**src/rtl/bp_be_dcache_lce_resp_sched_if.sv**
```systemverilog
// bp_be_dcache_lce_resp_sched_if: hi/lo producer valid-yumi ports and the registered lce_resp network port
interface bp_be_dcache_lce_resp_sched_if #(parameter int resp_width_p = 64);
  logic [resp_width_p-1:0] hi_resp_i;
  logic                    hi_v_i;
  logic                    hi_yumi_o;
  logic [resp_width_p-1:0] lo_resp_i;
  logic                    lo_v_i;
  logic                    lo_yumi_o;
  logic [resp_width_p-1:0] resp_o;
  logic                    resp_v_o;
  logic                    resp_ready_i;
  modport slave (
    input  hi_resp_i, hi_v_i, lo_resp_i, lo_v_i, resp_ready_i,
    output hi_yumi_o, lo_yumi_o, resp_o, resp_v_o
  );
  modport master (
    output hi_resp_i, hi_v_i, lo_resp_i, lo_v_i, resp_ready_i,
    input  hi_yumi_o, lo_yumi_o, resp_o, resp_v_o
  );
endinterface

```
**src/rtl/bp_be_dcache_lce_resp_sched.sv**
```systemverilog
// bp_be_dcache_lce_resp_sched: fixed-priority hi/lo arbiter with starvation bound feeding a one-entry lce_resp output register
module bp_be_dcache_lce_resp_sched #(
  parameter int resp_width_p   = 64,
  parameter int starve_limit_p = 4
) (
  input logic clk_i,
  input logic reset_n_i,
  bp_be_dcache_lce_resp_sched_if.slave io
);
  localparam int cw = $clog2(starve_limit_p + 1);
  localparam logic [cw-1:0] cnt_max = cw'(starve_limit_p);
  typedef enum logic {EMPTY, FULL} state_e;
  state_e                  r_state, w_state_nxt;
  logic [resp_width_p-1:0] r_resp;
  logic [cw-1:0]           r_cnt, w_cnt_nxt;
  logic                    w_load_en, w_pick_hi, w_pick_lo, w_hi_yumi, w_lo_yumi, w_grant;
  always_comb begin
    w_load_en   = (r_state == EMPTY) | io.resp_ready_i;
    w_pick_hi   = io.hi_v_i & ~(io.lo_v_i & (r_cnt == cnt_max));
    w_pick_lo   = io.lo_v_i & ~w_pick_hi;
    w_hi_yumi   = reset_n_i & w_load_en & w_pick_hi;
    w_lo_yumi   = reset_n_i & w_load_en & w_pick_lo;
    w_grant     = w_hi_yumi | w_lo_yumi;
    w_state_nxt = ~w_load_en ? r_state : w_grant ? FULL : EMPTY;
    // count only advances on a load, so a stalled network never moves the bound
    w_cnt_nxt   = ~w_load_en ? r_cnt
                : (~io.lo_v_i | w_lo_yumi) ? '0
                : (w_hi_yumi & (r_cnt != cnt_max)) ? r_cnt + 1'b1
                : r_cnt;
  end
  always_ff @(posedge clk_i) begin
    if (!reset_n_i) begin
      r_state <= EMPTY;
      r_resp  <= '0;
      r_cnt   <= '0;
    end else begin
      r_state <= w_state_nxt;
      r_cnt   <= w_cnt_nxt;
      if (w_grant) r_resp <= w_hi_yumi ? io.hi_resp_i : io.lo_resp_i;
    end
  end
  assign io.hi_yumi_o = w_hi_yumi;
  assign io.lo_yumi_o = w_lo_yumi;
  assign io.resp_o    = r_resp;
  assign io.resp_v_o  = (r_state == FULL);
endmodule
```
**src/flat_wrapper.sv**
```systemverilog
// flat-port wrapper written by rule: the top's interface ports become plain ports
module bp_be_dcache_lce_resp_sched_flat 
#(
  parameter int resp_width_p   = 64,
  parameter int starve_limit_p = 4
)
  (clk_i, reset_n_i, io_hi_resp_i, io_hi_v_i, io_lo_resp_i, io_lo_v_i, io_resp_ready_i, io_hi_yumi_o, io_lo_yumi_o, io_resp_o, io_resp_v_o);
  bp_be_dcache_lce_resp_sched_if #(.resp_width_p(resp_width_p)) io_i ();
  input logic clk_i;
  input logic reset_n_i;
  input wire logic [$bits(io_i.hi_resp_i)-1:0] io_hi_resp_i;
  input wire logic [$bits(io_i.hi_v_i)-1:0] io_hi_v_i;
  input wire logic [$bits(io_i.lo_resp_i)-1:0] io_lo_resp_i;
  input wire logic [$bits(io_i.lo_v_i)-1:0] io_lo_v_i;
  input wire logic [$bits(io_i.resp_ready_i)-1:0] io_resp_ready_i;
  output wire logic [$bits(io_i.hi_yumi_o)-1:0] io_hi_yumi_o;
  output wire logic [$bits(io_i.lo_yumi_o)-1:0] io_lo_yumi_o;
  output wire logic [$bits(io_i.resp_o)-1:0] io_resp_o;
  output wire logic [$bits(io_i.resp_v_o)-1:0] io_resp_v_o;
  assign io_i.hi_resp_i = io_hi_resp_i;
  assign io_i.hi_v_i = io_hi_v_i;
  assign io_i.lo_resp_i = io_lo_resp_i;
  assign io_i.lo_v_i = io_lo_v_i;
  assign io_i.resp_ready_i = io_resp_ready_i;
  assign io_hi_yumi_o = io_i.hi_yumi_o;
  assign io_lo_yumi_o = io_i.lo_yumi_o;
  assign io_resp_o = io_i.resp_o;
  assign io_resp_v_o = io_i.resp_v_o;
  bp_be_dcache_lce_resp_sched #(.resp_width_p(resp_width_p), .starve_limit_p(starve_limit_p)) u_core (.clk_i(clk_i), .reset_n_i(reset_n_i), .io(io_i));
endmodule
```
**config.mk**
```make
export PLATFORM = sky130hd
export DESIGN_NAME = bp_be_dcache_lce_resp_sched_flat
export DESIGN_NICKNAME = d
export VERILOG_FILES = /design/src/rtl/bp_be_dcache_lce_resp_sched_if.sv /design/src/rtl/bp_be_dcache_lce_resp_sched.sv /design/src/flat_wrapper.sv
export SDC_FILE = /design/constraint.sdc
export NUM_CORES = 1
export LEC_CHECK = 0
export ABC_AREA = 1
export CAP_MARGIN = 20
export CELL_PAD_IN_SITES_DETAIL_PLACEMENT = 0
export CELL_PAD_IN_SITES_GLOBAL_PLACEMENT = 1
export CORE_MARGIN = 2
export CORE_UTILIZATION = 28
export DETAILED_ROUTE_END_ITERATION = 8
export GPL_TIMING_DRIVEN = 0
export PLACE_DENSITY = 0.95
export SYNTH_ARGS = -nofsm -noshare
export SYNTH_HDL_FRONTEND = slang
export SYNTH_SLANG_ARGS = --single-unit
```
**constraint.sdc**
```tcl
create_clock -name clk_i -period 4.25 [get_ports clk_i]
set_clock_uncertainty 0.15 [all_clocks]
set_input_delay 0.6375 -clock clk_i [delete_from_list [all_inputs] [get_ports clk_i]]
set_output_delay 0.6375 -clock clk_i [all_outputs]
set_load 0.02 [all_outputs]
```
==> results of run 1 <==
==> logic make-up after synthesis <==
group                    Yosys count  share of synthesized area, %
AND/OR/NAND/NOR                  467                         47.24
flip-flops                        68                         33.33
buffers and inverters            183                         18.32
AO/OA/AOI/OAI                      4                        0.4902
adder cells (fa/ha/maj)            2                        0.6126
==> flip-flops by register name, indices dropped and copies added, names as in the netlist <==
signal / cells
u_core.io.resp_o: 64
u_core.io.resp_v_o: 1
u_core.r_cnt: 3
==> area by class of cell <==
cell class	instances	area, µm²
fillers	1518	7805
flip-flops and latches	68	1361
plain buffers	48	241.5
inverters	135	506.7
multi-input cells	473	1974
clock inverters	3	15.01
clock buffers	11	242.7
well taps	184	230.2
repair buffers	199	1992
==> how the worst max path moves through the flow <==
| stage | start | end | slack, ns | depth (start not counted) |
|---|---|---|---|---|
| floorplan | io_resp_ready_i | io_lo_yumi_o | 2.18 | 7 |
| global placement | io_lo_v_i | io_lo_yumi_o | 1.00 | 7 |
| detailed placement | io_lo_v_i | io_lo_yumi_o | 1.02 | 7 |
| CTS | io_lo_v_i | io_lo_yumi_o | 1.02 | 7 |
| global route | io_resp_ready_i | io_lo_yumi_o | 0.90 | 9 |
| finish | io_resp_ready_i | io_hi_yumi_o | 1.02 | 7 |
==> per-layer routing <==
metal / share of wire (%) / up-vias / global-route usage, % / routed length (µm)
li1: - / 2562 / - / -
met4: 2.2 / 0 / 7.072 / 302
met1: 45 / 2104 / 22.10 / 6260
met2: 48 / 120 / 30.47 / 6685
met3: 4.9 / 20 / 3.737 / 679
met5: 0 / - / 0 / 0
==> report_power, final <==
| group | switching [mW] | internal (mW) |
|---|---|---|
| logic | 0.313 | 0.307 |
| clock network | 0.269 | 0.401 |
| registers | 0.0286 | 0.697 |
==> placed cells by master (no fill, tap or decap) <==
cell type,instances
ha_1,2
nor3_1,64
or2_2,2
inv_1,135
nor2_1,257
dfxtp_1,68
clkbuf_1,9
buf_2,34
clkbuf_8,1
clkbuf_16,9
buf_4,5
nand3_1,69
a21oi_1,4
clkinv_2,3
nand4_1,1
nand2_1,73
nand2_2,1
clkdlybuf4s50_1,199
buf_1,1
==> worst max-delay path, delay by kind of cell <==
family | cells | cell delay, ns
buffers and inverters | 4 | 1.40
and+or+nand+nor | 3 | 0.40
==> metrics, run 1 <==
status=finished clean; leakage=between 3 and 4 nW; RR Startpoint=u_core.r_cnt[0]; Clock Tree Root=clkbuf_16; Worst Hold Depth=2; worst path required time=3.46 ns; slowest stage cell, crit path=clkdlybuf4s50_1; CTS tree=yes; top-count cell post-synth=nor2_1; Critical Path Most Common Cell=clkdlybuf4s50_1; max-slew violations=0; R2R Path End=u_core.io.resp_o[59]; Max Fclk=~0.31 GHz; type of the most critical hold path=reg2reg; Synth area leader=dfxtp_1; post-synthesis register bit count=68; Post-synth EDFFs=0; Peak VDD IR=between 150 and 200 µV; Hold Buf Count CTS=0; DRC Markers=0; share of layout cells above drive strength 1=a little under 6%; flop-to-flop setup slack=2.19 ns; starting DRC count in detailed routing=roughly 260; syn_nets=~860; routability congestion estimate=0.8057; FF-to-FF path depth=8; first-pass GRT wire length=approximately 22 mm; top cells by count, synth=257 x nor2_1, 135 x inv_1, 73 x nand2_1, 69 x nand3_1, 68 x dfxtp_1; Worst Setup End Kind=primary output; Longest Clk Path Bufs=2; drt pass-1 iters=4; Post-DP Area=between 0.006 and 0.007 mm²; final setup violation count=0; CP Data Arrival Time=roughly 2.4 ns; sequential fraction of the synthesis area=between 30% and 40%; vias in the first global route=roughly 4.5k; post-CTS setup repair buffer count=0; initial antenna violation count=0; post_cts resized=0; gr usage total=between 15 and 20%; io pins=200; final hold viol count=0; Worst Path Max Fanout=10; area of the die=around 0.016 mm²; pre-CTS setup slack=between 1 and 1.5 ns; Worst Min Path Start=u_core.r_cnt[0]; Synth area leaders=dfxtp_1 33%, nor2_1 24%, inv_1 12%; dpl cells=about 1.1k; Initial Util=28.42%; Overall Power=roughly 2 mW; FP Rows=between 40 and 50; CP Cell Sequence=clkdlybuf4s50_1 -> inv_1 -> nand2_2 -> nand2_1 -> nor2_1 -> buf_2 -> clkdlybuf4s50_1; largest net degree at the start of global routing=11; input/output buffers=~200; die height=roughly 120 µm; DR WL/cell=approximately 12 µm; Fin Hold WS=0.3375 ns; vias per cell=4.287; CTS Buf Count=9; routed vias=between 4k and 5k; asr flop ratio synth=0%; GR Overflow Total=0; Worst Tran Pin Value=between 0.6 and 0.7 ns; fin nets=roughly 1.1k; critical path class=in2out; Hold EP=u_core.r_cnt[0]; Worst path max stage delay=about 0.64 ns; Design Area, Final=0.006564 mm²; Mapped Area=0.004084 mm²; Tcrit/Tclk final=76.00%; Area Growth Syn to Fin=60.72%; relative slew slack=59.79%; ANT nets after route=0; P per Cell Area=between 300 and 400 mW/mm²; YS warnings=0; top-area cell type share of the netlist area=about 33%; Distinct cells, synth=15; Fin Setup TNS=0 ns; Tmin final=roughly 3.2 ns; PnR worst setup slack=1.020 ns; ys flop type=dfxtp_1; Post-Syn Instances=just over 700; ANT cells=0; Worst setup SP type=input port; Post-Layout Cell Count=around 1.1k; Worst-Skew Late Latency=between 0.3 and 0.4 ns; Core Region=between 0.01 and 0.015 mm²; Final Core Density=45.68%; drt total wl=approximately 14 mm; Max-Cap Viols=0; DP HPWL=10.38 mm; clock sinks=68; CTS clk-pin slew, worst paths=around 0.05 ns; H-tree levels=3; syn_area_per_cell=5.641 µm²; RSZ-0062 raised after global routing=no; die span in x=around 120 µm
Note: power is estimated with default switching activity, not from simulation.
==> inputs of run 2 (changes only) <==
--- a/config.mk
+++ b/config.mk
@@ -10,10 +10,10 @@
 export CELL_PAD_IN_SITES_DETAIL_PLACEMENT = 0
 export CELL_PAD_IN_SITES_GLOBAL_PLACEMENT = 1
 export CORE_MARGIN = 2
-export CORE_UTILIZATION = 28
+export CORE_UTILIZATION = 26
 export DETAILED_ROUTE_END_ITERATION = 8
 export GPL_TIMING_DRIVEN = 0
-export PLACE_DENSITY = 0.95
+export PLACE_DENSITY = 0.9
 export SYNTH_ARGS = -nofsm -noshare
 export SYNTH_HDL_FRONTEND = slang
 export SYNTH_SLANG_ARGS = --single-unit
==> constraint.sdc (replaced) <==
create_clock -name clk_i -period 3.04 [get_ports clk_i]
set_clock_uncertainty 0.15 [all_clocks]
set_input_delay 0.456 -clock clk_i [delete_from_list [all_inputs] [get_ports clk_i]]
set_output_delay 0.456 -clock clk_i [all_outputs]
set_load 0.02 [all_outputs]
==> metrics, run 2 (synthesis results as in run 1) <==
ANT cells=0 (unchanged); type of the most critical hold path=reg2reg (unchanged); Worst-Skew Late Latency=0.33 ns (about the same); post_cts resized=0 (unchanged); critical path class=in2out (unchanged); gr usage total=17.22% (was 17.92%); flop-to-flop setup slack=0.89 ns (was 2.19 ns); Tcrit/Tclk final=a little over nine tenths; GR Overflow Total=0 (unchanged); Max Fclk=between 0.3 and 0.4 GHz; largest net degree at the start of global routing=11 (unchanged); routed vias=4,718 (was 4,806); CP Data Arrival Time=2.29 ns (was 2.44 ns); H-tree levels=3 (unchanged); final hold viol count=0 (unchanged); Switching Share=30.38% (was 30.31%); Sequential Power Share=36.1% (was 36.0%); drt total wl=14.29 mm (was 13.93 mm); fin nets=1,069 (unchanged); CP Cell Sequence=clkdlybuf4s50_1 -> nand3_1 -> nand2_1 -> buf_2 -> nand2_1 -> inv_1 -> clkdlybuf4s50_1 (was clkdlybuf4s50_1 -> inv_1 -> nand2_2 -> nand2_1 -> nor2_1 -> buf_2 -> clkdlybuf4s50_1); P per Cell Area=427.2 mW/mm² (was 307.0 mW/mm²); Max-Cap Viols=0 (unchanged); vias in the first global route=4,418 (was 4,543); CTS Buf Count=9 (unchanged); slowest stage cell, crit path=clkdlybuf4s50_1 (unchanged); clock sinks=68 (unchanged); Final Core Density=43.17% (was 45.68%); worst path required time=2.43 ns (was 3.46 ns); internal power=1.959 mW (was 1.404 mW); clock power share=33.1% (was 33.3%); leakage=3.172 nW (was 3.182 nW); die height=129.3 µm (was 124.8 µm); Worst setup SP type=input port (unchanged); max reg flops=64 (unchanged); Fin Hold WS=0.3369 ns (was 0.3375 ns); Worst path max stage delay=0.62 ns (was 0.64 ns); starting DRC count in detailed routing=196 (was 262); input/output buffers=199 (unchanged); die span in x=129.3 µm (was 124.8 µm); initial antenna violation count=0 (unchanged); CTS tree=yes (unchanged); share of layout cells above drive strength 1=5.561% (was 5.870%); Peak VDD IR=228.6 µV (was 171.6 µV); Worst Path Max Fanout=10 (unchanged); first-pass GRT wire length=22.42 mm (was 22.49 mm); DR WL/cell=12.47 µm (was 12.42 µm); Design Area, Final=0.006586 mm² (was 0.006564 mm²); drt pass-1 iters=5 (was 4); Hold Buf Count CTS=0 (unchanged); Worst Tran Pin Value=0.7156 ns (was 0.6032 ns); Worst Setup End Kind=primary output (unchanged); dpl cells=1,134 (was 1,107); commonest non-fill, non-tap cell in the layout=nor2_1 (unchanged); DP HPWL=10.68 mm (was 10.38 mm); Area Growth Syn to Fin=61.27% (was 60.72%); FP Rows=45 (was 44); relative slew slack=52.15% (was 59.79%); net switching power=854.9 µW (was 610.6 µW); Initial Util=26.77% (was 28.42%); Post-Layout Cell Count=1,146 (was 1,121); Fin Setup TNS=0 ns (unchanged); CTS clk-pin slew, worst paths=0.05 ns (about the same); io pins=200 (unchanged); vias per cell=4.117 (was 4.287); routability congestion estimate=0.7943 (was 0.8057); Clock Tree Root=clkbuf_16 (unchanged); Tmin final=2.892 ns; status=finished clean (unchanged); RSZ-0062 raised after global routing=no (unchanged); Post-DP Area=0.006340 mm² (was 0.006306 mm²); post-CTS setup repair buffer count=0 (unchanged); DRC Markers=0 (unchanged); commonest cells after routing, fill and taps aside=257 x nor2_1, 199 x clkdlybuf4s50_1, 135 x inv_1 (unchanged); Combinational Power Share=30.8% (was 30.7%); max-slew violations=0 (unchanged); ANT nets after route=0 (unchanged); area of the die=0.01673 mm² (was 0.01557 mm²); Longest Clk Path Bufs=2 (unchanged); final setup violation count=0 (unchanged); Core Region=0.01526 mm² (was 0.01437 mm²)
-- run 2: cell count changes in the layout (fill, tap and decap cells not counted), sizes merged --
cell / before / now
clkbuf: 19 / 20
clkinv: 3 / 0
-- run 2: layout make-up --
cell class                      count  area, µm²
Buffer                             48      241.5
Clock buffer                       12      246.5
Fill cell                        1668       8672
Inverter                          135      506.7
Multi-Input combinational cell    473       1974
Sequential cell                    68       1361
Tap cell                          211      264.0
Timing Repair Buffer              199       1992
-- run 2: final timing paths --
| check | depth (start not counted) | from | endpoint |
|---|---|---|---|
| setup / recovery | 7 | io_lo_v_i | io_lo_yumi_o |
| hold / removal | 2 | u_core.r_cnt[1] | u_core.r_cnt[1] |
| setup reg to reg | 8 | u_core.r_cnt[0] | u_core.io.resp_o[4] |
| hold reg to reg | 2 | u_core.r_cnt[1] | u_core.r_cnt[1] |
-- run 2: critical path: cells and delay by family --
family,cells,cell delay (ns)
AND/OR/NAND/NOR,3,0.33
buffers and inverters,4,1.49
-- run 2: stage by stage --
| step | setup WS (ns) | power, mW |
|---|---|---|
| floorplan | 1.334 | 1.475 |
| global placement | 0.1453 | 1.898 |
| detailed placement | 0.1458 | 1.904 |
| CTS | 0.1468 | 2.856 |
| global route | 0.03180 | 2.989 |
| finish | 0.1478 | 2.814 |
-- run 2: per-layer routing --
layer	vias to the layer above	global-route usage (%)	wire length, µm
li1	2561	-	-
met1	2025	22.46	6766
met2	115	28.11	6540
met3	17	3.468	708
met4	0	6.522	276
met5	-	0	0
-- run 2: power groups by stage --
stage                     Clock (mW)  Combinational [mW]  Sequential (mW)
after floorplan                    0               0.346             1.13
after global placement             0               0.868             1.03
after detailed placement           0               0.870             1.03
after CTS                      0.967               0.874             1.02
after global routing            1.00               0.964             1.02
final                          0.933               0.866             1.01
